`src/rtl/ifetch_pkg.sv`:
```
// Shared types and constants for the instruction fetch stage.
package ifetch_pkg;

    localparam int unsigned XLEN              = 32;
    localparam int unsigned INSTR_BYTES       = 4;
    localparam int unsigned MEM_WORDS_DEFAULT = 64;

    // One fetched instruction together with the PC it came from.
    typedef struct packed {
        logic [XLEN-1:0] pc;
        logic [XLEN-1:0] instr;
    } fetch_entry_t;

endpackage

```
`src/rtl/ifetch_fifo.sv`:
```
// Small in-order skid FIFO holding fetched {pc, instr} entries.
// Ports:
//   clk, reset   clock and asynchronous active-high reset
//   push, entry  write entry (accepted when not full, or full with a pop)
//   pop          remove the head entry (ignored when empty)
//   flush        discard all entries; wins over push and pop
//   full, empty  occupancy flags
//   head         current head entry (zero after reset)
module fetch_fifo
    import ifetch_pkg::*;
#(
    parameter int unsigned DEPTH = 2
) (
    input  logic         clk,
    input  logic         reset,
    input  logic         push,
    input  fetch_entry_t entry,
    input  logic         pop,
    input  logic         flush,
    output logic         full,
    output logic         empty,
    output fetch_entry_t head
);

    localparam int unsigned PTR_W = (DEPTH > 1) ? $clog2(DEPTH) : 1;
    localparam int unsigned CNT_W = $clog2(DEPTH + 1);

    fetch_entry_t       mem [DEPTH];
    logic [PTR_W-1:0]   wr_ptr;
    logic [PTR_W-1:0]   rd_ptr;
    logic [CNT_W-1:0]   count;
    logic               do_push;
    logic               do_pop;

    assign full    = (count == CNT_W'(DEPTH));
    assign empty   = (count == '0);
    assign do_pop  = pop && !empty;
    // A full FIFO can still accept a push when the head leaves the same cycle.
    assign do_push = push && (!full || do_pop);
    assign head    = mem[rd_ptr];

    // Pointer and occupancy tracking.
    always_ff @(posedge clk or posedge reset) begin
        if (reset) begin
            wr_ptr <= '0;
            rd_ptr <= '0;
            count  <= '0;
        end else if (flush) begin
            wr_ptr <= '0;
            rd_ptr <= '0;
            count  <= '0;
        end else begin
            if (do_push) wr_ptr <= wr_ptr + PTR_W'(1);
            if (do_pop)  rd_ptr <= rd_ptr + PTR_W'(1);
            if (do_push && !do_pop)      count <= count + CNT_W'(1);
            else if (do_pop && !do_push) count <= count - CNT_W'(1);
        end
    end

    // Entry storage; cleared on reset so the head reads zero afterwards.
    always_ff @(posedge clk or posedge reset) begin
        if (reset) begin
            for (int i = 0; i < int'(DEPTH); i++) mem[i] <= '0;
        end else if (do_push && !flush) begin
            mem[wr_ptr] <= entry;
        end
    end

endmodule

```
`src/rtl/ifetch_unit.sv`:
```
// Fetch stage: owns the PC, reads the asynchronous instruction ROM and
// queues {pc, instr} for decode over a valid/ready handshake. Handles
// branch redirects (flush) and a sticky fault on illegal PCs.
// Ports:
//   clk, reset                     clock and asynchronous active-high reset
//   imem_addr / imem_instr         ROM byte address (= pc) and read data
//   redirect_valid / redirect_pc   taken branch: flush and load new PC
//   out_valid / out_ready          decode handshake for the head entry
//   out_pc / out_instr             head entry payload
//   fetch_fault                    sticky: fetch stopped on an illegal PC
module ifetch_unit
    import ifetch_pkg::*;
#(
    parameter logic [31:0] RESET_PC  = 32'h0000_0000,
    parameter int unsigned MEM_WORDS = MEM_WORDS_DEFAULT,
    parameter int unsigned DEPTH     = 2
) (
    input  logic        clk,
    input  logic        reset,
    output logic [31:0] imem_addr,
    input  logic [31:0] imem_instr,
    input  logic        redirect_valid,
    input  logic [31:0] redirect_pc,
    output logic        out_valid,
    input  logic        out_ready,
    output logic [31:0] out_pc,
    output logic [31:0] out_instr,
    output logic        fetch_fault
);

    localparam logic [31:0] PC_LIMIT = 32'(MEM_WORDS * INSTR_BYTES);
    localparam logic [31:0] PC_STEP  = 32'(INSTR_BYTES);

    logic [31:0]  pc_q;
    logic [31:0]  pc_d;
    logic         fault_q;
    logic         fault_d;
    logic         pc_legal;
    logic         pop;
    logic         fetch;
    logic         fifo_full;
    logic         fifo_empty;
    fetch_entry_t push_entry;
    fetch_entry_t head;

    assign pc_legal   = (pc_q[1:0] == 2'b00) && (pc_q < PC_LIMIT);
    // Decode never sees an entry during a redirect, so nothing pops then.
    assign out_valid  = !fifo_empty && !redirect_valid;
    assign pop        = out_valid && out_ready;
    assign fetch      = !redirect_valid && !fault_q && pc_legal && (!fifo_full || pop);
    assign push_entry = '{pc: pc_q, instr: imem_instr};

    assign imem_addr   = pc_q;
    assign out_pc      = head.pc;
    assign out_instr   = head.instr;
    assign fetch_fault = fault_q;

    // PC and fault next-state: redirect first, then fault, then advance.
    always_comb begin
        pc_d    = pc_q;
        fault_d = fault_q;
        if (redirect_valid) begin
            pc_d    = redirect_pc;
            fault_d = 1'b0;
        end else if (!fault_q && !pc_legal) begin
            fault_d = 1'b1;
        end else if (fetch) begin
            pc_d = pc_q + PC_STEP;
        end
    end

    // PC and fault state registers.
    always_ff @(posedge clk or posedge reset) begin
        if (reset) begin
            pc_q    <= RESET_PC;
            fault_q <= 1'b0;
        end else begin
            pc_q    <= pc_d;
            fault_q <= fault_d;
        end
    end

    fetch_fifo #(
        .DEPTH (DEPTH)
    ) u_fifo (
        .clk   (clk),
        .reset (reset),
        .push  (fetch),
        .entry (push_entry),
        .pop   (pop),
        .flush (redirect_valid),
        .full  (fifo_full),
        .empty (fifo_empty),
        .head  (head)
    );

endmodule

```
`config.mk`:
```
export PLATFORM = sky130hd
export DESIGN_NAME = ifetch_unit
export DESIGN_NICKNAME = d
export VERILOG_FILES = /design/src/rtl/ifetch_pkg.sv /design/src/rtl/ifetch_fifo.sv /design/src/rtl/ifetch_unit.sv
export SDC_FILE = /design/constraint.sdc
export NUM_CORES = 1
export LEC_CHECK = 0
export ABC_AREA = 0
export CORE_UTILIZATION = 46
export CTS_CLUSTER_SIZE = 24
export DETAILED_ROUTE_END_ITERATION = 7
export PLACE_DENSITY_LB_ADDON = 0.05
export SLEW_MARGIN = 20
export SYNTH_ARGS = -nofsm -noshare
export SYNTH_HDL_FRONTEND = slang
export SYNTH_SLANG_ARGS = --single-unit
```
`constraint.sdc`:
```
create_clock -name clk -period 8.7 [get_ports clk]
set_input_delay 1.74 -clock clk [delete_from_list [all_inputs] [get_ports clk]]
set_output_delay 1.74 -clock clk [all_outputs]
set_load 0.005 [all_outputs]
```
Word level (Yosys, flattened, before mapping). Cells that the tools add are included.

Register bits: 165. Bits of input ports: 68. Output and inout port bits: 98.

Add/subtract/negate cells: 5. Order comparisons: 4. Equal/unequal tests: 2. Multiplexer cells: 18. Bitwise operators: 2. Reductions and logical operators: 30.

Operators with widths (count): $mux 64 (4); $bwmux 128 (1); $mux 32 (3); $demux 64 s1 (1); $add 32x3->32 const B (1); $lt 32x9->1 const B (1); $logic_and 1x1->1 (13); $reduce_bool 2->1 (4); $logic_not 1->1 (7); $mux 1 (6); $mux 2 (3); $ge 2x2->1 const B (2); $logic_not 2->1 (2); $not 1->2 (2); $reduce_bool 3->1 (1); $add 1x1->1 const B (2); $add 2x1->2 const B (1); $eq 2x2->1 const B (1); $logic_or 1x1->1 (2); $lt 2x1->1 const B (1); $ne 2x2->1 const B (1); $reduce_and 2->1 (1); $sub 2x1->2 const B (1).

Depth between registers and ports, before layout. Gate-level depths: netlist (run 1).

Word-level depth: 12. Mapped depth: 6. Mapped depth without buffers: 4.

Modules after synthesis. A second synthesis (run 1) with hierarchy kept.

Cells, all modules: 476. Area total of the unflattened synthesis: 7394.6 µm².

By module, submodules not included: fetch_fifo (instances 1, cells each 366, area an instance 5918.2 µm²); ifetch_unit (instances 1, cells each 110, area an instance 1476.4 µm²).

Worst setup path before layout (run 1). Ideal clock, no wire load.

Path type: input to output. Start point: input redirect_valid. End point: output out_valid. Arrival: 2.763 ns. Data required time: 6.960 ns. Setup slack: 4.197 ns. Cell stages on the path: 4. Buffers on the path: 3. Cells stage by stage: clkbuf_1 > buf_1 > clkbuf_1 > nor2_1.

Longest elaborated chain between the ends: 2.

Ends and longest elaborated chain: from (decl) (line ifetch_unit.sv:22) `input logic redirect_valid,`; $logic_not 1->1 (line ifetch_unit.sv:48) `assign out_valid = !fifo_empty && !redirect_valid;`; $logic_and 1x1->1 (line ifetch_unit.sv:48); to (decl) (line ifetch_unit.sv:24) `output logic out_valid,`.

No other way between the ends.

Worst setup path after layout (run 1). Ends and elaborated chain as after synthesis.

==> results of run 1 <==
==> power breakdown <==
part	switching [mW]	leakage, nW	internal [mW]
Sequential	0.0162	2.23	0.782
Clock	0.313	0.272	0.412
Combinational	0.0413	1.85	0.0667
==> routing by layer <==
metal	GRT usage	share of wire	wire (um)
met3	0.0705	0.071	1040
met5	0	0	0
met1	0.252	0.44	6470
met2	0.298	0.47	6850
met4	0.0758	0.019	284
==> cell families (layout without fill, tap and decap cells) <==
logic type	after synthesis	count (layout)	share of synthesized area
AO/OA/AOI/OAI	19	19	0.0188
XOR/XNOR	1	1	0.00124
adder cells (fa/ha/maj)	1	1	0.00177
buffers and inverters	34	208	0.0273
flip-flops	165	165	0.584
multiplexers	165	165	0.274
AND/OR/NAND/NOR	104	104	0.0928
==> metrics by stage <==
step                hold slack [ps]  area [sq um]  utilization  setup WS, ps
detailed placement              474          8810        0.597          4110
global placement                464          8810        0.597          4150
global route                    505          9390        0.636          4070
floorplan                       454          7060            -          2500
finish                          483          9390        0.636          4130
CTS                             488          9390        0.636          4110
==> worst max path at each step <==
stage	start	end
final	redirect_valid	out_valid
after global routing	redirect_valid	out_valid
after CTS	redirect_valid	out_valid
after detailed placement	redirect_valid	out_valid
after global placement	redirect_valid	out_valid
after floorplan	reset	fetch_fault
==> worst max-delay path: cells and delay by family <==
| family | cells | cell delay, ps |
|---|---|---|
| buf+inv | 3 | 970 |
| simple gates | 1 | 100 |
==> synthesized netlist by cell type, types with 4 or more instances <==
cell	n
mux2_1	4
clkbuf_1	15
nor2_1	9
or4_1	7
buf_6	8
mux2_4	20
mux2_2	141
nor4_1	5
nor2b_1	52
nand3_1	6
or3_1	4
inv_1	6
buf_2	4
nand2_1	9
dfrtp_1	165
==> flip-flops by register name (all words and copies together), names as in the netlist <==
name	flops
u_fifo.count	2
imem_addr	32
fetch_fault	1
u_fifo.rd_ptr	1
u_fifo.mem	128
u_fifo.wr_ptr	1
==> final cells by class <==
| class | count | area share |
|---|---|---|
| clock inverters | 13 | 0.0131 |
| repair buffers | 170 | 0.179 |
| multi-input cells | 290 | 0.292 |
| inverters | 6 | 0.00293 |
| clock buffers | 19 | 0.0482 |
| well taps | 184 | 0.0245 |
| flip-flops and latches | 165 | 0.440 |
==> results.toml, run 1 <==
[placement]
gp_congestion = 0.711
dp_cells = 815
dp_hpwl_um = 9040
portBuffers = 165

[worst_setup_path]
reg2reg_slack_ps = 5400
worstSetupPathType = "in -> out"
crit_chain = "buf_2 -> buf_4 -> nor2_1 -> clkdlybuf4s50_1"
crit_path_end_kind = "output port"
worst_r2r_startpoint = "imem_addr[9]"
cp_slowest_cell = "clkdlybuf4s50_1"
r2r.worst_path.cells = 5
reg2reg_to = "u_fifo.mem[9]"
startpoint_type = "primary input"
critPathArrivalTime_ps = 2830
slowest_delay_ps = 460
cp_max_fo = 45
crit_required_ps = 6960

[yosys]
synth_edf_count = 0
synth_area_sq_um = 7060
synth_flop_cell = "dfrtp_1"
synth_top_cell_by_area = "dfrtp_1"
syn_avg_cell_area_sq_um = 14.4
yosysTopAreaCellShare = 0.584
synth.distinct_cells = 35
synthCells = 489
synth-async-reset-ratio = 1.00
synth_nets = 558
synth_area_leaders = "dfrtp_1 58%, mux2_2 22%, nor2b_1 4.6%"
ys_seq_area_frac = 0.584
ys_ff_latch = 165
ys_warn_count = 0

[floorplanning]
core_sq_um = 14800
start_util = 0.479
die_area_sq_um = 15900
die_x_um = 126
die_h_um = 126
row_count = 44
io_pins = 166

[timing]
tightest_slew_ps = 928
fin_crit_ps = 4570
setup_viol = 0
fmax_mhz = 219
slew_viol_final = 0
finalHoldViolCount = 0
slew_headroom = 0.379
fin_skew_ps = 8.51
rsz0062_at_grt = "no"
final.setup.tns_ps = 0
finalCritPeriodShare = 0.526

[detailed_routing]
ant_nets = 0
drcViolationCount = 0
drt_iter0_drc = 178
via_per_inst = 5.23
wl_per_cell_um = 17.3
num_vias = 4430
wirelength_um = 14600
dr.pass1.iters = 5

[cts]
cts.sinks = 165
clkSlewWorstSetupHoldPaths_ps = 60
insertion_delay_ps = 420
cts-buffers-inserted = 17
cts.htree.levels = 4
ctsResizeCount = 0
cts_setup_buffers = 0
holdBufCountCts = 0
cts_buffer_depth = 2
cts_root_buffer = "clkbuf_16"
tritoncts = "done"

[pwr]
vdd_ir_drop_max_v = 0.000155
finalPower_mw = 1.63
p_per_area_nw_per_um2 = 174
leakage_nw = 4.35

[finish]
final_cell_mix = "164 x dfrtp_1, 164 x clkdlybuf4s50_1, 141 x mux2_2, 52 x nor2b_1, 20 x mux2_4"
area_delta_synth_final_pct = 32.9
multiInputGateArea_sq_um = 2740
regArea_sq_um = 4130
drive_gt1_frac = 0.312
final_cells = 847
nets = 719
fillers = 1152
diodes = 0

[global_routing]
antenna_found_initial = 0
overflow = 0
grt_first_pass_wirelength_um = 24200
grt_max_degree = 97
first_global_vias = 4666
gr-usage-all-layers = 0.195

[worst_hold_path]
min_to = "u_fifo.mem[100]"
min-delay-start = "u_fifo.mem[100]"
min_path_type = "reg -> reg"
holdPathStages = 1

[run]
cap_viol_max_count = 0

[status]
outcome = "completed"
Power figures use the tool's default switching activity.
==> run 2: changes to the inputs <==
==> constraint.sdc (replaced) <==
create_clock -name clk -period 4.4 [get_ports clk]
set_input_delay 0.88 -clock clk [delete_from_list [all_inputs] [get_ports clk]]
set_output_delay 0.88 -clock clk [all_outputs]
set_load 0.005 [all_outputs]
==> run 2 against run 1 <==
Combinational power increased by 100%. Cell count up 0.12%. Critical path depth shrank 1. Via count increased by 0.84%. Hold slack better by 3.5 ps. Global-route usage grew 0.65 points. Design area grew 0.88%. Setup slack lost 3000 ps. Register-to-register slack lost 4100 ps. First-iteration DRC count rose by 27%. Highest routed layer unchanged.
==> results.toml, run 2 (synthesized netlist as in run 1, its figures left out) <==
[placement]
gp_congestion = 0.782
dp_hpwl_um = 9460
portBuffers = 165

[timing]
setup_viol = 0
slew_headroom = 0.352
fin_crit_ps = 3300
finalCritPeriodShare = 0.750
final.setup.tns_ps = 0
fmax_mhz = 303
finalHoldViolCount = 0
rsz0062_at_grt = "no"
slew_viol_final = 0
fin_skew_ps = 9.98
hold_slack_ps = 486
tightest_slew_ps = 969

[detailed_routing]
dr.pass1.iters = 4
via_per_inst = 5.27
wl_per_cell_um = 17.7
ant_nets = 0
num_vias = 4467
drcViolationCount = 0
drt_iter0_drc = 226
wirelength_um = 15000

[global_routing]
overflow = 0
first_global_vias = 4875
top_usage_layer = "met2"
antenna_found_initial = 0
grt_first_pass_wirelength_um = 24800
use_met2 = 0.336
met3_usage = 0.0799
gr-usage-all-layers = 0.201
grt_max_degree = 166
grt.met1_usage = 0.240

[floorplanning]
die_area_sq_um = 15900
die_h_um = 126
start_util = 0.479
core_sq_um = 14800
die_x_um = 126
row_count = 44
io_pins = 166

[cts]
cts-buffers-inserted = 17
cts_root_buffer = "clkbuf_16"
tritoncts = "done"
cts_setup_buffers = 0
cts.htree.levels = 4
cts.sinks = 165
holdBufCountCts = 0
ctsResizeCount = 0
insertion_delay_ps = 420
cts_buffer_depth = 2
clkSlewWorstSetupHoldPaths_ps = 60

[worst_setup_path]
cp_max_fo = 39
reg2reg_slack_ps = 1330
worstSetupPathType = "reg -> out"
critPathArrivalTime_ps = 2420
worst_r2r_startpoint = "imem_addr[10]"
crit_path_end_kind = "output port"
reg2reg_to = "u_fifo.mem[91]"
startpoint_type = "register"
crit_required_ps = 3520
r2r.worst_path.cells = 5

[finish]
drive_gt1_frac = 0.309
largest_reg_flops = 128
nets = 720
regMostFlops = "u_fifo.mem"
diodes = 0
fillers = 1120
final_cell_mix = "164 x dfrtp_1, 164 x clkdlybuf4s50_1, 141 x mux2_2, 52 x nor2b_1, 20 x mux2_4"
area_delta_synth_final_pct = 34.1

[run]
cap_viol_max_count = 0

[pwr]
power_frac_comb = 0.066
leakage_nw = 4.37
pwr-share-seq = 0.479
p_int_mw = 2.59
p_per_area_nw_per_um2 = 348
switchingPower_mw = 0.704
switching_share = 0.214
power_frac_clock = 0.455
vdd_ir_drop_max_v = 0.000266

[worst_hold_path]
min_to = "u_fifo.mem[101]"
min_path_type = "reg -> reg"
min-delay-start = "u_fifo.mem[101]"
holdPathStages = 1

[status]
outcome = "completed"
## run 2: changes by cell type in the layout (fill, tap and decap cells not counted), sizes merged
cell / before / now
buf: 6 / 7
clkinvlp: 4 / 5
inv: 9 / 6
bufinv: 1 / 3
clkbuf: 19 / 21
clkinv: 5 / 3
## run 2: cell type report
cell class / instances / area [sq um] / area share
clock buffer: 21 / 450 / 0.0475
inverter: 6 / 26.3 / 0.00277
multi-input combinational: 290 / 2740 / 0.290
tap: 184 / 230 / 0.0243
clock inverter: 11 / 151 / 0.0160
sequential: 165 / 4130 / 0.436
timing repair buffer: 171 / 1740 / 0.184
## run 2: worst max path at each step
stage | endpoint | cells past startpoint | from | slack [ps]
after floorplan | fetch_fault | 1 | reset | 1420
after global placement | u_fifo.mem[86] | 6 | out_ready | 1220
after detailed placement | u_fifo.mem[76] | 6 | out_ready | 1070
after CTS | out_instr[31] | 3 | u_fifo.rd_ptr | 1050
after global routing | out_pc[2] | 3 | u_fifo.rd_ptr | 970
final | out_pc[2] | 3 | u_fifo.rd_ptr | 1100
## run 2: metrics by stage
step | instances | total power, mW | utilization | setup WS, ps | instance area (sq um)
2_1_floorplan | 489 | 1.67 | - | 1420 | 7070
3_3_place_gp | 816 | 1.82 | 0.601 | 1220 | 8870
3_5_place_dp | 816 | 1.83 | 0.601 | 1070 | 8870
4_1_cts | 848 | 3.34 | 0.642 | 1050 | 9470
5_1_grt | 848 | 3.43 | 0.642 | 968 | 9470
6_report | 848 | 3.29 | 0.642 | 1100 | 9470
## run 2: power groups by stage
stage	logic (mW)	registers, mW	clock network, mW
5_1_grt	0.238	1.58	1.61
4_1_cts	0.223	1.58	1.54
2_1_floorplan	0.0708	1.60	0
3_5_place_dp	0.221	1.61	0
3_3_place_gp	0.215	1.60	0
6_report	0.218	1.58	1.50
## run 2: worst max-delay path: stages (launching register included)
cell and delay (ps):
dfrtp_2 800, buf_12 330, mux2_2 370, clkdlybuf4s50_1 490
## run 2: metal layers
layer	part of all wire	vias to the layer above	routed length, um
met5	0	-	0
met2	0.49	127	7380
met1	0.43	2265	6410
li1	-	2060	-
met4	0.0087	0	131
met3	0.073	15	1100
==> run 3: changes to the inputs <==
--- a/config.mk
+++ b/config.mk
@@ -6,7 +6,7 @@
 export NUM_CORES = 1
 export LEC_CHECK = 0
 export ABC_AREA = 0
-export CORE_UTILIZATION = 46
+export CORE_UTILIZATION = 45
 export CTS_CLUSTER_SIZE = 24
 export DETAILED_ROUTE_END_ITERATION = 7
 export PLACE_DENSITY_LB_ADDON = 0.05
==> constraint.sdc (replaced) <==
create_clock -name clk -period 2.7 [get_ports clk]
set_input_delay 0.54 -clock clk [delete_from_list [all_inputs] [get_ports clk]]
set_output_delay 0.54 -clock clk [all_outputs]
set_load 0.005 [all_outputs]
==> run 3 against run 2 <==
Global-route usage fell by 0.17 points. First-iteration DRC count fell by 19%. Register-to-register slack worse by 990 ps. Setup slack got worse by 1000 ps. Clock skew decreased by 2.8 ps. Flip-flop and latch count unchanged. Critical endpoint is now out_pc[6].
==> results.toml, run 3 (synthesized netlist as in run 1, its figures left out) <==
[detailed_routing]
met2_length_um = 7130
wirelength_um = 15000
top_layer = "met4"
wl_per_cell_um = 16.9
ant_nets = 0
met1Wirelength_um = 6810
via_per_inst = 5.06
dr.pass1.iters = 4
num_vias = 4475
drt_iter0_drc = 182
wl_met3_um = 831
drcViolationCount = 0

[cts]
cts.htree.levels = 4
cts.sinks = 165
insertion_delay_ps = 420
cts-buffers-inserted = 17
tritoncts = "done"
cts_setup_buffers = 0
holdBufCountCts = 0
clkSlewWorstSetupHoldPaths_ps = 60
cts_root_buffer = "clkbuf_16"
cts_buffer_depth = 2

[global_routing]
grt_first_pass_wirelength_um = 25000
antenna_found_initial = 0
grt_max_degree = 49
overflow = 0
first_global_vias = 4854
gr-usage-all-layers = 0.199

[worst_setup_path]
cp_slowest_cell = "dfrtp_4"
crit_start = "u_fifo.rd_ptr"
startpoint_type = "register"
crit_path_end_kind = "output port"
slowest_delay_ps = 550
critPathArrivalTime_ps = 2080
critPathTopFamily = "buffers and inverters"
worst_r2r_startpoint = "imem_addr[9]"
cp_max_fo = 27
crit_required_ps = 2160
critical_path_buf_inv_count = 2
crit_chain = "buf_12 -> mux2_2 -> clkdlybuf4s50_1"
reg2reg_slack_ps = 340
worstSetupPathType = "reg -> out"

[placement]
portBuffers = 165
gp_congestion = 0.735
dp_hpwl_um = 10000

[timing]
finalHoldViolCount = 0
rsz0062_at_grt = "no"
finalCritPeriodShare = 0.969
setup_viol = 0
final.setup.tns_ps = 0
fin_crit_ps = 2620
fin_skew_ps = 7.22
slew_viol_final = 0
slew_headroom = 0.589
fmax_mhz = 382
tightest_slew_ps = 617

[floorplanning]
start_util = 0.463
die_x_um = 127
die_area_sq_um = 16200
io_pins = 166
die_h_um = 127
core_sq_um = 15300
row_count = 45

[pwr]
vdd_ir_drop_max_v = 0.000556
switching_share = 0.215
power_frac_comb = 0.066
finalPower_mw = 5.40
power_frac_clock = 0.458
leakage_nw = 4.43
switchingPower_mw = 1.16
pwr-share-seq = 0.476
p_per_area_nw_per_um2 = 563
p_int_mw = 4.24

[worst_hold_path]
min-delay-start = "u_fifo.mem[99]"
min_path_type = "reg -> reg"

[status]
outcome = "completed"

[finish]
fillers = 1187
drive_gt1_frac = 0.322
nets = 730
final_cell_mix = "164 x dfrtp_1, 164 x clkdlybuf4s50_1, 141 x mux2_2, 52 x nor2b_1, 20 x mux2_4"
largest_reg_flops = 128
regMostFlops = "u_fifo.mem"
diodes = 0
area_delta_synth_final_pct = 35.8

[run]
cap_viol_max_count = 0
-- run 3: cell types whose count changed in the layout (fill, tap and decap cells not counted), sizes merged --
| cell | change |
|---|---|
| buf | +10 |
| clkbuf | -1 |
| clkinv | +3 |
| clkinvlp | -1 |
| inv | -1 |
-- run 3: path summary, 6_finish.rpt --
check                             endpoint  cells past startpoint
max in group asynchronous    imem_addr[19]                      3
hold reg to reg             u_fifo.mem[99]                      1
hold / removal              u_fifo.mem[99]                      1
setup reg to reg           u_fifo.mem[101]                      5
setup / recovery                 out_pc[6]                      3
min in group asynchronous   u_fifo.mem[68]                      3
-- run 3: repair_timing --
item                                   CTS  global route
setup endpoints to repair                0            14
gates resized for setup                  0             1
endpoints found under the hold margin    0             0
-- run 3: power groups by stage --
stage,sequential (mW),combinational (mW),clock [mW]
global placement,2.61,0.355,0
CTS,2.57,0.364,2.53
global route,2.58,0.391,2.65
floorplan,2.61,0.115,0
finish,2.57,0.356,2.47
detailed placement,2.62,0.361,0
-- run 3: through the flow --
step | hold WS (ps) | area [sq um] | std cells | setup slack (ps) | util
6_report | 486 | 9590 | 885 | 83.4 | 0.629
5_1_grt | 509 | 9590 | 885 | 16.1 | 0.629
4_1_cts | 489 | 9590 | 885 | 24.1 | 0.629
3_5_place_dp | 475 | 8980 | 853 | 110 | 0.589
3_3_place_gp | 464 | 8980 | 853 | 135 | 0.589
2_1_floorplan | 454 | 7070 | 489 | 61.2 | -
-- run 3: final cells by class --
class	instances	area [sq um]	share of cell area
flip-flops and latches	165	4130	0.431
multi-input cells	290	2740	0.286
repair buffers	181	1820	0.189
clock buffers	20	457	0.0476
well taps	211	264	0.0275
clock inverters	12	154	0.0160
inverters	6	26.3	0.00274
-- run 3: layer usage --
| layer | vias up | global-route usage |
|---|---|---|
| met5 | - | 0 |
| met4 | 0 | 0.0651 |
| met3 | 17 | 0.0590 |
| met2 | 123 | 0.312 |
| met1 | 2268 | 0.266 |
| li1 | 2067 | - |
